$ cat src/rtl/vx_rop_dcr_bank.sv
// Multi-render-target ROP configuration store: DCR writes land in a bank that is
// published to VX_rop_unit on commit once the pipeline drains. Optional macro
// VX_ROP_DCR_SHADOW_EN enables the shadow (double-buffered) bank.
module vx_rop_dcr_bank #(
  parameter int NUM_RTS    = 4,
  parameter int PITCH_BITS = 16,
  parameter int EPOCH_BITS = 4
) (
  input  logic                      clk,
  input  logic                      reset,
  input  logic                      dcr_wr_valid,
  output logic                      dcr_wr_ready,
  input  logic [7:0]                dcr_wr_addr,
  input  logic [31:0]               dcr_wr_data,
  output logic                      dcr_wr_err,
  input  logic                      commit_valid,
  output logic                      commit_ready,
  input  logic                      pipe_idle,
  output logic                      commit_done,
  output logic [EPOCH_BITS-1:0]     epoch,
  output logic [8*32-1:0]           glb_regs,
  output logic [NUM_RTS*6*32-1:0]   rt_regs
);

  typedef enum logic {
    ST_IDLE,
    ST_PENDING
  } state_e;

  typedef struct packed {
    logic        mapped;
    logic [31:0] mask;
  } dec_t;

  // Writable-bit masks for each register word.
  localparam logic [31:0] M_FULL        = 32'hFFFF_FFFF;
  localparam logic [31:0] M_PITCH       = 32'((64'(1) << PITCH_BITS) - 64'(1));
  localparam logic [31:0] M_DEPTH       = 32'h0000_001F;
  localparam logic [31:0] M_STENCIL_CTL = 32'h0000_7FCF;
  localparam logic [31:0] M_STENCIL_REF = 32'h00FF_FFFF;
  localparam logic [31:0] M_LOGIC_OP    = 32'h0000_000F;
  localparam logic [31:0] M_CBUF_WMASK  = 32'h0000_000F;
  localparam logic [31:0] M_BLEND_MODE  = 32'h0000_0771;
  localparam logic [31:0] M_BLEND_FUNC  = 32'h0F0F_0F0F;

  // Globals live at 0x00-0x07; RT r occupies 0x10+8r .. 0x10+8r+5.
  function automatic dec_t decode(input logic [7:0] addr);
    dec_t       d;
    logic [4:0] rt;
    d.mapped = 1'b1;
    d.mask   = '0;
    rt       = addr[7:3] - 5'd2;
    if (addr[7:3] == 5'd0) begin
      case (addr[2:0])
        3'd0:         d.mask = M_FULL;
        3'd1:         d.mask = M_PITCH;
        3'd2:         d.mask = M_DEPTH;
        3'd3, 3'd4:   d.mask = M_STENCIL_CTL;
        3'd5, 3'd6:   d.mask = M_STENCIL_REF;
        default:      d.mask = M_LOGIC_OP;
      endcase
    end else if (addr[7:4] != 4'd0 && int'(rt) < NUM_RTS && addr[2:0] < 3'd6) begin
      case (addr[2:0])
        3'd1:    d.mask = M_PITCH;
        3'd2:    d.mask = M_CBUF_WMASK;
        3'd3:    d.mask = M_BLEND_MODE;
        3'd4:    d.mask = M_BLEND_FUNC;
        default: d.mask = M_FULL;
      endcase
    end else begin
      d.mapped = 1'b0;
    end
    return d;
  endfunction

  state_e      state;
  state_e      state_nxt;
  dec_t        wr_dec;
  logic        wr_fire;
  logic        commit_fire;
  logic [31:0] wr_word;

  logic [31:0] glb_act [8];
  logic [31:0] rt_act  [NUM_RTS][6];

  assign wr_dec      = decode(dcr_wr_addr);
  assign wr_fire     = dcr_wr_valid & dcr_wr_ready;
  assign wr_word     = dcr_wr_data & wr_dec.mask;
  assign commit_fire = (state == ST_PENDING) && pipe_idle;

  // ---------------------------------------------------------------- FSM
  always_ff @(posedge clk or negedge reset) begin
    // NOTE: sequential state uses non-blocking assignments so every register
    // samples pre-edge values regardless of block ordering.
    if (!reset) state <= ST_IDLE;
    else        state <= state_nxt;
  end

  always_comb begin
    // NOTE: default assignment first so no path leaves state_nxt unassigned,
    // which would otherwise infer a latch.
    state_nxt = state;
    case (state)
      ST_IDLE:    if (commit_valid && commit_ready) state_nxt = ST_PENDING;
      ST_PENDING: if (pipe_idle)                    state_nxt = ST_IDLE;
      default:                                      state_nxt = ST_IDLE;
    endcase
  end

  // Writes and new commits are both held off while a commit waits to drain.
  always_comb begin
    commit_ready = (state == ST_IDLE);
    dcr_wr_ready = (state == ST_IDLE);
  end

  // ------------------------------------------------------- register banks
`ifdef VX_ROP_DCR_SHADOW_EN
  logic [31:0] glb_shd [8];
  logic [31:0] rt_shd  [NUM_RTS][6];

  always_ff @(posedge clk or negedge reset) begin
    // NOTE: the register arrays are cleared by reset because consumers rely on
    // an all-zero configuration after reset; they are flops, not RAM.
    if (!reset) begin
      for (int i = 0; i < 8; i++) glb_shd[i] <= '0;
      for (int r = 0; r < NUM_RTS; r++)
        for (int k = 0; k < 6; k++) rt_shd[r][k] <= '0;
    end else if (wr_fire && wr_dec.mapped) begin
      for (int i = 0; i < 8; i++)
        if (dcr_wr_addr == 8'(i)) glb_shd[i] <= wr_word;
      for (int r = 0; r < NUM_RTS; r++)
        for (int k = 0; k < 6; k++)
          if (dcr_wr_addr == 8'(16 + 8 * r + k)) rt_shd[r][k] <= wr_word;
    end
  end

  always_ff @(posedge clk or negedge reset) begin
    if (!reset) begin
      for (int i = 0; i < 8; i++) glb_act[i] <= '0;
      for (int r = 0; r < NUM_RTS; r++)
        for (int k = 0; k < 6; k++) rt_act[r][k] <= '0;
    end else if (commit_fire) begin
      for (int i = 0; i < 8; i++) glb_act[i] <= glb_shd[i];
      for (int r = 0; r < NUM_RTS; r++)
        for (int k = 0; k < 6; k++) rt_act[r][k] <= rt_shd[r][k];
    end
  end
`else
  // Single bank: writes go straight to the active words; commit only drains.
  always_ff @(posedge clk or negedge reset) begin
    if (!reset) begin
      for (int i = 0; i < 8; i++) glb_act[i] <= '0;
      for (int r = 0; r < NUM_RTS; r++)
        for (int k = 0; k < 6; k++) rt_act[r][k] <= '0;
    end else if (wr_fire && wr_dec.mapped) begin
      for (int i = 0; i < 8; i++)
        if (dcr_wr_addr == 8'(i)) glb_act[i] <= wr_word;
      for (int r = 0; r < NUM_RTS; r++)
        for (int k = 0; k < 6; k++)
          if (dcr_wr_addr == 8'(16 + 8 * r + k)) rt_act[r][k] <= wr_word;
    end
  end
`endif

  // ------------------------------------------------------- status outputs
  always_ff @(posedge clk or negedge reset) begin
    if (!reset) begin
      epoch       <= '0;
      commit_done <= 1'b0;
      dcr_wr_err  <= 1'b0;
    end else begin
      if (commit_fire) epoch <= epoch + 1'b1;
      commit_done <= commit_fire;
      dcr_wr_err  <= wr_fire && !wr_dec.mapped;
    end
  end

  always_comb begin
    glb_regs = '0;
    rt_regs  = '0;
    for (int i = 0; i < 8; i++) glb_regs[32*i +: 32] = glb_act[i];
    for (int r = 0; r < NUM_RTS; r++)
      for (int k = 0; k < 6; k++) rt_regs[32*(6*r+k) +: 32] = rt_act[r][k];
  end

endmodule
$ cat config.mk
export PLATFORM = sky130hd
export DESIGN_NAME = vx_rop_dcr_bank
export DESIGN_NICKNAME = d
export VERILOG_FILES = /design/src/rtl/vx_rop_dcr_bank.sv
export SDC_FILE = /design/constraint.sdc
export NUM_CORES = 1
export LEC_CHECK = 0
export ABC_AREA = 0
export CAP_MARGIN = 20
export CELL_PAD_IN_SITES_DETAIL_PLACEMENT = 1
export CELL_PAD_IN_SITES_GLOBAL_PLACEMENT = 1
export CORE_AREA = 2 2 421 423
export CTS_BUF_LIST = sky130_fd_sc_hd__clkbuf_2 sky130_fd_sc_hd__clkbuf_4 sky130_fd_sc_hd__clkbuf_8
export DETAILED_ROUTE_END_ITERATION = 10
export DIE_AREA = 0 0 423 425
export DONT_BUFFER_PORTS = 1
export PLACE_DENSITY = 0.39
export SETUP_SLACK_MARGIN = 0.2
export SKIP_LAST_GASP = 1
export SLEW_MARGIN = 20
export SYNTH_ARGS = -nofsm -noshare
export SYNTH_HDL_FRONTEND = slang
export SYNTH_SLANG_ARGS = --single-unit
$ cat constraint.sdc
create_clock -name clk -period 4 [get_ports clk]
set_input_delay 0.6 -clock clk [delete_from_list [all_inputs] [get_ports clk]]
set_output_delay 0.6 -clock clk [all_outputs]
set_load 0.01 [all_outputs]
==> results.json <==
{
  "io_buffers": 0,
  "required_ns": 4.80,
  "fin_nets": 2629,
  "drive_above_1_share_pct": 37.9,
  "antenna_found_initial": 20,
  "hold_class": "input pin to register",
  "cp_max_fo": 32,
  "path_clk_slew_ns": 0.06,
  "hpwl_mm": 108,
  "slew_viol_final": 0,
  "dieWidth_um": 423,
  "root_buffer": "clkbuf_8",
  "yosysTopAreaCell": "dfrtp_1",
  "holdWs_ns": 0.182,
  "avgSynthCellArea_um2": 15.3,
  "first_global_vias": 23000,
  "worst-setup-path-type": "register to register",
  "vias": 20900,
  "cts_buffers": 185,
  "p_leak_nw": 22.9,
  "dr.pass1.iters": 4,
  "ys_seq_area_share_pct": 69.4,
  "arrival_ns": 4.33,
  "synth_flop_cell": "dfrtp_1",
  "fillers": 18700,
  "syn_inst": 2427,
  "grt_start_max_net_pins": 178,
  "cts_max_level": 4,
  "fin_skew_ns": 0.0264,
  "finish.instance_area_um2": 45400,
  "rows": 154,
  "via_per_inst": 4.13,
  "grt_use_total_pct": 16.8,
  "worstMarginPinSlew_ns": 1.03,
  "drtIter0Drc": 920,
  "ys_ff_latch": 1031,
  "placed_cell_area_um2": 40600,
  "synth_warnings": 0,
  "synth_top_area_share_pct": 69.4,
  "design.core.area_um2": 175000,
  "drc": 0,
  "synth_cell_types": 57,
  "maxCapViolCount": 0,
  "clk_path_buf_depth": 3,
  "area_growth_syn_to_layout_pct": 22.2,
  "ir_drop_mv": 0.288,
  "totalWireLength_mm": 154,
  "die_h_um": 425,
  "cts_setup_buffers": 0,
  "crit_path_start_kind": "register",
  "p_per_area_nw_per_um2": 486,
  "grt_first_pass_wirelength_mm": 210,
  "finalSetupViolations": 0,
  "slew_headroom_pct": 31.1,
  "gp_congestion": 0.754,
  "grt_setup_unrepaired": "no",
  "end_kind": "register",
  "synth_edf_count": 0,
  "avgRoutedWirePerCell_um": 30.4,
  "status": "finished, final reports clean",
  "initial_utilization_pct": 21.2,
  "syn_area_um2": 37200,
  "cts_tree": "yes",
  "synth_fp_nets": 2477,
  "utilization_pct": 25.9,
  "ios": 1077,
  "min_period_over_period_pct": 88.3,
  "hold_viol_final": 0,
  "max_freq_ghz": 0.283,
  "post-place-cells": 4682,
  "clkLatencyLatePin_ns": 0.91,
  "stdcell_count": 5067,
  "async_reset_ff_share_pct": 100,
  "min_period_ns": 3.53,
  "clock_sinks": 1031,
  "ant_nets": 0,
  "synth_area_leaders": "dfrtp_1, mux2_2, and2_1",
  "grt_overflow_total": 0,
  "design.die.area_um2": 180000,
  "tns_ns": 0
}
[worst max-delay path, cell delays in order, from the launching register on]
cell and delay [ns]:
dfrtp_1 0.41, nor4b_1 0.53, nand2_1 0.45, nor2_1 0.65, o211ai_4 0.14, buf_4 0.27
mux2_2 0.34, dlygate4sd3_1 0.55
[kinds of logic after synthesis]
kind of cell | count (synthesis) | synth area share [%]
AND/OR/NAND/NOR | 534 | 8.91
AO/OA/AOI/OAI | 91 | 1.98
XOR/XNOR | 5 | 0.118
buffers and inverters | 193 | 2.25
multiplexers | 568 | 17.2
adder cells (fa/ha/maj) | 5 | 0.168
flip-flops | 1031 | 69.4
[state kept, by name, indices dropped and copies added (netlist names)]
signal	cells
glb_regs	256
dcr_wr_err	1
state	1
rt_regs	768
commit_done	1
epoch	4
[synthesized netlist by cell type (4+ instances only)]
cell type,instances
and2_1,235
buf_1,6
o211ai_2,4
clkbuf_1,90
nor2_1,13
nor3b_1,4
nand3_1,11
mux2_2,546
buf_4,8
nor2b_1,216
dfrtp_1,1031
o2bb2ai_1,20
mux2_1,6
mux2i_1,16
o21ai_1,14
nor3_1,4
buf_2,64
o21ai_0,8
nand2_1,21
nor3_2,10
o211ai_1,16
ha_1,5
o2111ai_1,5
inv_1,23
[through the flow]
stage	total power [mW]	setup slack, ns
detailed placement	11.3	0.536
CTS	22.6	0.438
finish	22.1	0.469
global route	23.0	0.250
floorplan	10.9	1.22
global placement	11.0	0.273
[placed cells by master, fill, tap and decap left out, types with 10 or more instances in the layout]
| cell type | netlist | layout |
|---|---|---|
| dlygate4sd3_1 | 0 | 36 |
| clkinv_2 | 0 | 10 |
| o2bb2ai_1 | 20 | 20 |
| and2_1 | 235 | 235 |
| dfrtp_1 | 1031 | 1031 |
| nand3_1 | 11 | 11 |
| nand2_1 | 21 | 21 |
| o21ai_4 | 0 | 13 |
| o211ai_1 | 16 | 16 |
| buf_4 | 8 | 65 |
| nor2b_1 | 216 | 215 |
| buf_12 | 0 | 24 |
| mux2_2 | 546 | 546 |
| clkbuf_8 | 0 | 244 |
| mux2i_1 | 16 | 16 |
| clkbuf_4 | 0 | 53 |
| diode_2 | 0 | 11 |
| inv_1 | 23 | 23 |
| nor2_1 | 13 | 13 |
[final cells by class]
cell class | count | area (um^2) | area share, %
Timing Repair Buffer | 134 | 1580 | 3.47
Multi-Input combinational cell | 1203 | 10900 | 24.0
Inverter | 24 | 90.1 | 0.198
Clock buffer | 297 | 3760 | 8.27
Sequential cell | 1031 | 25800 | 56.8
Antenna cell | 11 | 27.5 | 0.0606
Tap cell | 2340 | 2930 | 6.44
Clock inverter | 27 | 335 | 0.738
[worst paths after layout]
kind / startpoint / end / slack (ns) / cells after the start
worst min register to register: rt_regs[148]$_DFFE_PN0P_ / rt_regs[148]$_DFFE_PN0P_ / 0.55 / 1
worst max register to register: state$_DFF_PN0_ / glb_regs[68]$_DFFE_PN0P_ / 0.47 / 7
max in group asynchronous: reset / rt_regs[252]$_DFFE_PN0P_ / 1.39 / 4
min in group asynchronous: reset / rt_regs[402]$_DFFE_PN0P_ / 0.31 / 2
worst min-delay path: dcr_wr_data[20] / rt_regs[596]$_DFFE_PN0P_ / 0.18 / 4
worst max-delay path: state$_DFF_PN0_ / glb_regs[68]$_DFFE_PN0P_ / 0.47 / 7
[layer usage]
layer	track usage [%]	part of all wire [%]	vias up
met5	0	0	-
li1	-	-	8475
met1	17.2	34	11400
met2	31.1	54	809
met4	5.61	3.0	0
met3	6.46	8.5	226
[where the power goes]
group / switching [mW] / leakage, nW / internal (mW)
Combinational: 0.481 / 6.43 / 0.142
Sequential: 0.0877 / 14.3 / 10.5
Clock: 4.63 / 2.15 / 6.25
[repair_timing]
action / 4_1_cts / 5_1_grt
gates resized for setup: 0 / 0
endpoints found under the setup margin: 0 / 0
hold buffers: 49 / 0
endpoints found under the hold margin: 429 / 0
(Power assumes the default switching activity.)
